===== src/rtl/pad_bscan_pkg.sv =====
// Shared types and helpers for the pad boundary-scan sequencer.
//   state_e       : sequencer states
//   CELL_*        : bit layout of one pad cell in the scan/update registers
//   clamp_settle  : lower-bounds the settle time to 2 clocks
package pad_bscan_pkg;

    typedef enum logic [2:0] {
        FUNC    = 3'd0,
        ENTER   = 3'd1,
        HOLD    = 3'd2,
        UPDATE  = 3'd3,
        SETTLE  = 3'd4,
        CAPTURE = 3'd5,
        EXIT    = 3'd6
    } state_e;

    localparam int CELL_DO = 0;
    localparam int CELL_OE = 1;
    localparam int CELL_W  = 2;

    function automatic int clamp_settle(input int cyc);
        return (cyc < 2) ? 2 : cyc;
    endfunction

endpackage


===== src/rtl/pad_bscan_sync2.sv =====
// Single-bit two-flop synchronizer for asynchronous pad inputs.
//   clk_i  : destination clock
//   rst_ni : asynchronous active-low reset (both flops clear to 0)
//   d_i    : asynchronous input
//   q_o    : synchronized output
module pad_bscan_sync2 (
    input  logic clk_i,
    input  logic rst_ni,
    input  logic d_i,
    output logic q_o
);

    logic s1_q;
    logic s2_q;

    always_ff @(posedge clk_i or negedge rst_ni) begin
        if (!rst_ni) begin
            s1_q <= 1'b0;
            s2_q <= 1'b0;
        end else begin
            s1_q <= d_i;
            s2_q <= s1_q;
        end
    end

    assign q_o = s2_q;

endmodule


===== src/rtl/pad_bscan_ctrl.sv =====
// Boundary-scan sequencer for a bank of open-drain pads.
// Functional mode passes func_* to pad_*. Scan mode drives the pads from an
// update register loaded out of a serial shift register, waits SETTLE_CYC
// clocks for pull-ups, then captures synchronized pad inputs back into the
// shift register.
//   clk, rst_n          : clock, asynchronous active-low reset
//   func_do/oen/ie/ren  : core pad controls (passthrough in functional mode)
//   pad_do/oen/ie/ren   : pad controls; pad_bsen selects scan on all pads
//   pad_di              : asynchronous pad readback
//   enter/run/exit_req  : single-cycle command pulses
//   shift_en, sdi, sdo  : serial access to the 2*NPADS-bit shift register
//   busy, done          : sequencer status; done pulses in CAPTURE
//   mismatch(_any)      : capture compare result
// Optional feature macro: PAD_BSCAN_CMP_EN enables the capture compare;
// without it mismatch and mismatch_any are tied to 0.
module pad_bscan_ctrl
    import pad_bscan_pkg::*;
#(
    parameter int NPADS      = 8,
    parameter int SETTLE_CYC = 16
) (
    input  logic             clk,
    input  logic             rst_n,
    input  logic [NPADS-1:0] func_do,
    input  logic [NPADS-1:0] func_oen,
    input  logic [NPADS-1:0] func_ie,
    input  logic [NPADS-1:0] func_ren,
    output logic [NPADS-1:0] pad_do,
    output logic [NPADS-1:0] pad_oen,
    output logic [NPADS-1:0] pad_ie,
    output logic [NPADS-1:0] pad_ren,
    output logic             pad_bsen,
    input  logic [NPADS-1:0] pad_di,
    input  logic             enter_req,
    input  logic             run_req,
    input  logic             exit_req,
    input  logic             shift_en,
    input  logic             sdi,
    output logic             sdo,
    output logic             busy,
    output logic             done,
    output logic [NPADS-1:0] mismatch,
    output logic             mismatch_any
);

    localparam int            SC       = clamp_settle(SETTLE_CYC);
    localparam int            CW       = $clog2(SC);
    localparam int            SRW      = CELL_W * NPADS;
    localparam logic [CW-1:0] CNT_LOAD = CW'(SC - 1);

    state_e           state_q, state_d;
    logic [SRW-1:0]   sr_q, sr_d;
    logic [SRW-1:0]   ur_q, ur_d;
    logic [CW-1:0]    cnt_q, cnt_d;
    logic [NPADS-1:0] di_s;
    logic [NPADS-1:0] ur_do;
    logic [NPADS-1:0] ur_oe;

    for (genvar g = 0; g < NPADS; g++) begin : g_sync
        pad_bscan_sync2 u_sync (
            .clk_i  (clk),
            .rst_ni (rst_n),
            .d_i    (pad_di[g]),
            .q_o    (di_s[g])
        );
    end

    always_comb begin
        ur_do = '0;
        ur_oe = '0;
        for (int i = 0; i < NPADS; i++) begin
            ur_do[i] = ur_q[CELL_W*i + CELL_DO];
            ur_oe[i] = ur_q[CELL_W*i + CELL_OE];
        end
    end

    always_ff @(posedge clk or negedge rst_n) begin
        if (!rst_n) begin
            state_q <= FUNC;
            sr_q    <= '0;
            ur_q    <= '0;
            cnt_q   <= '0;
        end else begin
            state_q <= state_d;
            sr_q    <= sr_d;
            ur_q    <= ur_d;
            cnt_q   <= cnt_d;
        end
    end

    always_comb begin
        state_d = state_q;
        sr_d    = sr_q;
        ur_d    = ur_q;
        cnt_d   = cnt_q;
        case (state_q)
            FUNC: begin
                if (enter_req) state_d = ENTER;
            end
            ENTER: begin
                ur_d    = '0;
                state_d = HOLD;
            end
            HOLD: begin
                // A run request takes priority over both exit and shift.
                if (run_req) begin
                    state_d = UPDATE;
                end else begin
                    if (shift_en) sr_d = {sdi, sr_q[SRW-1:1]};
                    if (exit_req) state_d = EXIT;
                end
            end
            UPDATE: begin
                ur_d    = sr_q;
                cnt_d   = CNT_LOAD;
                state_d = SETTLE;
            end
            SETTLE: begin
                if (cnt_q == '0) state_d = CAPTURE;
                else             cnt_d   = cnt_q - CW'(1);
            end
            CAPTURE: begin
                // Only the data bits take the pad readback; enables are kept.
                for (int i = 0; i < NPADS; i++) sr_d[CELL_W*i + CELL_DO] = di_s[i];
                state_d = HOLD;
            end
            EXIT: begin
                state_d = FUNC;
            end
            default: begin
                state_d = FUNC;
            end
        endcase
    end

    // Pad controls decode straight from the state register so that an
    // asynchronous reset drops pad_bsen without waiting for a clock.
    always_comb begin
        pad_do   = func_do;
        pad_oen  = func_oen;
        pad_ie   = func_ie;
        pad_ren  = func_ren;
        pad_bsen = 1'b0;
        busy     = 1'b0;
        done     = 1'b0;
        case (state_q)
            ENTER, EXIT: begin
                pad_do   = '0;
                pad_oen  = '1;
                pad_ie   = '1;
                pad_ren  = '0;
                pad_bsen = 1'b1;
                busy     = 1'b1;
            end
            HOLD, UPDATE, SETTLE, CAPTURE: begin
                pad_do   = ur_do;
                pad_oen  = ~ur_oe;
                pad_ie   = '1;
                pad_ren  = '0;
                pad_bsen = 1'b1;
                busy     = (state_q != HOLD);
                done     = (state_q == CAPTURE);
            end
            default: begin
            end
        endcase
    end

    assign sdo = sr_q[0];

`ifdef PAD_BSCAN_CMP_EN
    logic [NPADS-1:0] mm_q, mm_d;
    logic             mm_any_q, mm_any_d;
    logic [NPADS-1:0] mm_new;

    // A driven pad whose readback differs from its drive value is a fault.
    assign mm_new = ur_oe & (di_s ^ ur_do);

    always_comb begin
        mm_d     = mm_q;
        mm_any_d = mm_any_q;
        if (state_q == ENTER) begin
            mm_d     = '0;
            mm_any_d = 1'b0;
        end else if (state_q == CAPTURE) begin
            mm_d     = mm_new;
            mm_any_d = |mm_new;
        end
    end

    always_ff @(posedge clk or negedge rst_n) begin
        if (!rst_n) begin
            mm_q     <= '0;
            mm_any_q <= 1'b0;
        end else begin
            mm_q     <= mm_d;
            mm_any_q <= mm_any_d;
        end
    end

    assign mismatch     = mm_q;
    assign mismatch_any = mm_any_q;
`else
    assign mismatch     = '0;
    assign mismatch_any = 1'b0;
`endif

endmodule


===== config.mk =====
export PLATFORM = sky130hd
export DESIGN_NAME = pad_bscan_ctrl
export DESIGN_NICKNAME = d
export VERILOG_FILES = /design/src/rtl/pad_bscan_pkg.sv /design/src/rtl/pad_bscan_sync2.sv /design/src/rtl/pad_bscan_ctrl.sv
export SDC_FILE = /design/constraint.sdc
export NUM_CORES = 1
export LEC_CHECK = 0
export ABC_AREA = 1
export CORE_ASPECT_RATIO = 1.1
export CORE_MARGIN = 10
export CORE_UTILIZATION = 45
export CTS_CLUSTER_DIAMETER = 200
export DETAILED_ROUTE_END_ITERATION = 10
export PLACE_DENSITY = 0.76
export SYNTH_ARGS = -nofsm -noshare
export SYNTH_HDL_FRONTEND = slang
export SYNTH_SLANG_ARGS = --single-unit
export TNS_END_PERCENT = 30

===== constraint.sdc =====
create_clock -name clk -period 1.9 [get_ports clk]
set_clock_uncertainty 0.2 [all_clocks]
set_input_delay 0.285 -clock clk [delete_from_list [all_inputs] [get_ports clk]]
set_output_delay 0.285 -clock clk [all_outputs]
set_load 0.1 [all_outputs]

==> out/results.ini <==
[outcome]
status=finished, violations left
violations=setup timing

[placed_design]
dp_hpwl_mm=5.93
io_buffers=82
place_inst=481
gp_congestion=0.827

[timing]
setup_viol=35
fin_crit_sh_pct=121
fmax_ghz=0.433
hold_violations=0
fin_crit_ns=2.31
drv_slew=0
finalWorstSetupSlack_ns=-0.408
rsz0062_at_grt=true

[run]
drv_cap=0

[global_route]
antenna_found_initial=0
use_met2_pct=29.2
gr-usage-met1_pct=19.8
grt_pass1_wl_mm=12.5
grt_util_met3_pct=3.96
grt_pass1_vias=2416
busiest_layer=met2
grt_overflow_total=0
grt_use_total_pct=16.7
grt_max_degree=56

[hold_path]
hp-class=reg2reg

[detailed_routing]
routed_wl_mm=7.93
wl_per_cell_um=16.0
drtIter0Drc=120
dr.pass1.iters=4
drc=0
num_vias=2429
postRouteAntennaNets=0
viasPerCell=4.92

[clocking]
cts_tree=done
cts.path.max_buffers=2
clkTransAtPathRegs_ns=0.09
cts_made_buffers=5
worstSkewPairLatency_ns=0.30
cts.sinks=55
htreeDepth=2
cts_root_buf=clkbuf_8

[synth]
ys_ff_latch=55
yosysSeqAreaShare_pct=52.1
ys_warn_count=0
ys_types=29
synthesis.area_um2=2640
synthCells=313
syn_avg_cell_area_um2=8.44

[critical_path]
cp_top_family=buffers and inverters
critical_path.max_fanout=8
path_cells=buf_12 -> o21ai_1 -> o21ai_4 -> buf_12 -> buf_12 -> nand3_1 -> nand2_2 -> buf_12
critPathMostFrequentCell=buf_12
crit_type=reg2out
cp-end-kind=output port
crit_buf_inv=4
startpoint_type=flip-flop
crit_required_ns=1.41
cp_data_arrival_time_ns=1.82
cp_slowest_cell=dfrtp_1
slowest_delay_ns=0.41

[floorplan]
rows=29
coreArea_um2=5730
die_area_um2=9340
initial_core_util_pct=46.1
ios=92
die_w_um=93.0
die_h_um=100

[final_layout]
final_cells=494
fillers=372
antenna-diode-count=0
fin_nets=464
layout_commonest_cell=nand2_1
areaGrowthSynthToFinish_pct=67.9
drive_gt1_share_pct=30.5
mostFrequentLayoutCells=nand2_1 (75), dfrtp_1 (53), clkdlybuf4s50_1 (45)

## sequential cells by signal (all words and copies together) (netlist names)
| name | cells |
|---|---|
| cnt_q | 4 |
| g_sync.u_sync.q_o | 8 |
| g_sync.u_sync.s1_q | 8 |
| sr_q | 16 |
| state_q | 3 |
| ur_q | 16 |
## path summary, 6_finish.rpt
kind | from | endpoint | slack, ns | cells after the start
hold reg to reg | g_sync[4].u_sync.s1_q | g_sync[4].u_sync.q_o | 0.16 | 0
setup / recovery | state_q[0] | pad_do[3] | -0.41 | 8
min in group asynchronous | rst_n | cnt_q[1] | 0.28 | 3
max in group asynchronous | rst_n | sr_q[9] | 0.97 | 3
setup reg to reg | state_q[0] | cnt_q[2] | 0.17 | 6
hold / removal | g_sync[4].u_sync.s1_q | g_sync[4].u_sync.q_o | 0.16 | 0
## repair_timing
item	4_1_cts	5_1_grt
hold buffers	1	0
pin swaps	1	1
endpoints found under the setup margin	35	35
gates cloned	1	1
setup buffers	1	1
endpoints found under the hold margin	55	0
gates resized for setup	13	1
## layer usage
metal,up-vias,share of wire (%)
met5,-,0
met4,0,1.8
met3,13,5.6
met2,99,50
met1,1160,42
li1,1157,-
## through the flow
| stage | cell area [µm²] | setup TNS (ns) | worst slack (ns) | util, % | hold WS [ns] |
|---|---|---|---|---|---|
| 3_5_place_dp | 4230 | -4.26 | -0.225 | 73.9 | 0.102 |
| 3_3_place_gp | 4230 | -2.56 | -0.139 | 73.9 | 0.0992 |
| 5_1_grt | 4440 | -14.22 | -0.470 | 77.4 | 0.169 |
| 2_1_floorplan | 2910 | -8.74 | -0.351 | - | -0.211 |
| 6_report | 4440 | -12.14 | -0.408 | 77.4 | 0.155 |
| 4_1_cts | 4390 | -11.53 | -0.401 | 76.5 | 0.159 |
## cell type report
class                           count  area, µm²  area share, %
Multi-Input combinational cell    201       1220           27.6
Clock buffer                        6       72.6           1.64
Sequential cell                    55       1380           31.1
Inverter                           48        195           4.40
Clock inverter                      2       16.3          0.367
Timing Repair Buffer              105       1450           32.7
Tap cell                           77       96.3           2.17
## logic make-up after synthesis
logic type / after synthesis / share of synthesized area (%)
adders and majority gates: 1 / 0.474
and+or+nand+nor: 147 / 25.3
AOI/OAI and AO/OA: 43 / 9.52
DFF: 55 / 52.1
buffers and inverters: 66 / 12.5
other: 1 / 0.142
## synthesized netlist by cell type, drive strengths merged
cell type  count  area share [%]
nand2        101              16
dfrtp         55              52
inv           47             6.9
o21ai         29             5.9
nor2          23             4.2
nand3         22             4.5
buf           17             5.3
o22ai          8             1.9
a22o           3            0.99
a21oi          1            0.19
a31oi          1            0.24
clkbuf         1            0.14
clkinv         1            0.14
conb           1            0.14
ha             1            0.47
nand4          1            0.24
o21bai         1            0.28
Power is left out: the tool's default activity adds up to more than one toggle a clock period on the data nets, which glitch-free logic cannot reach.
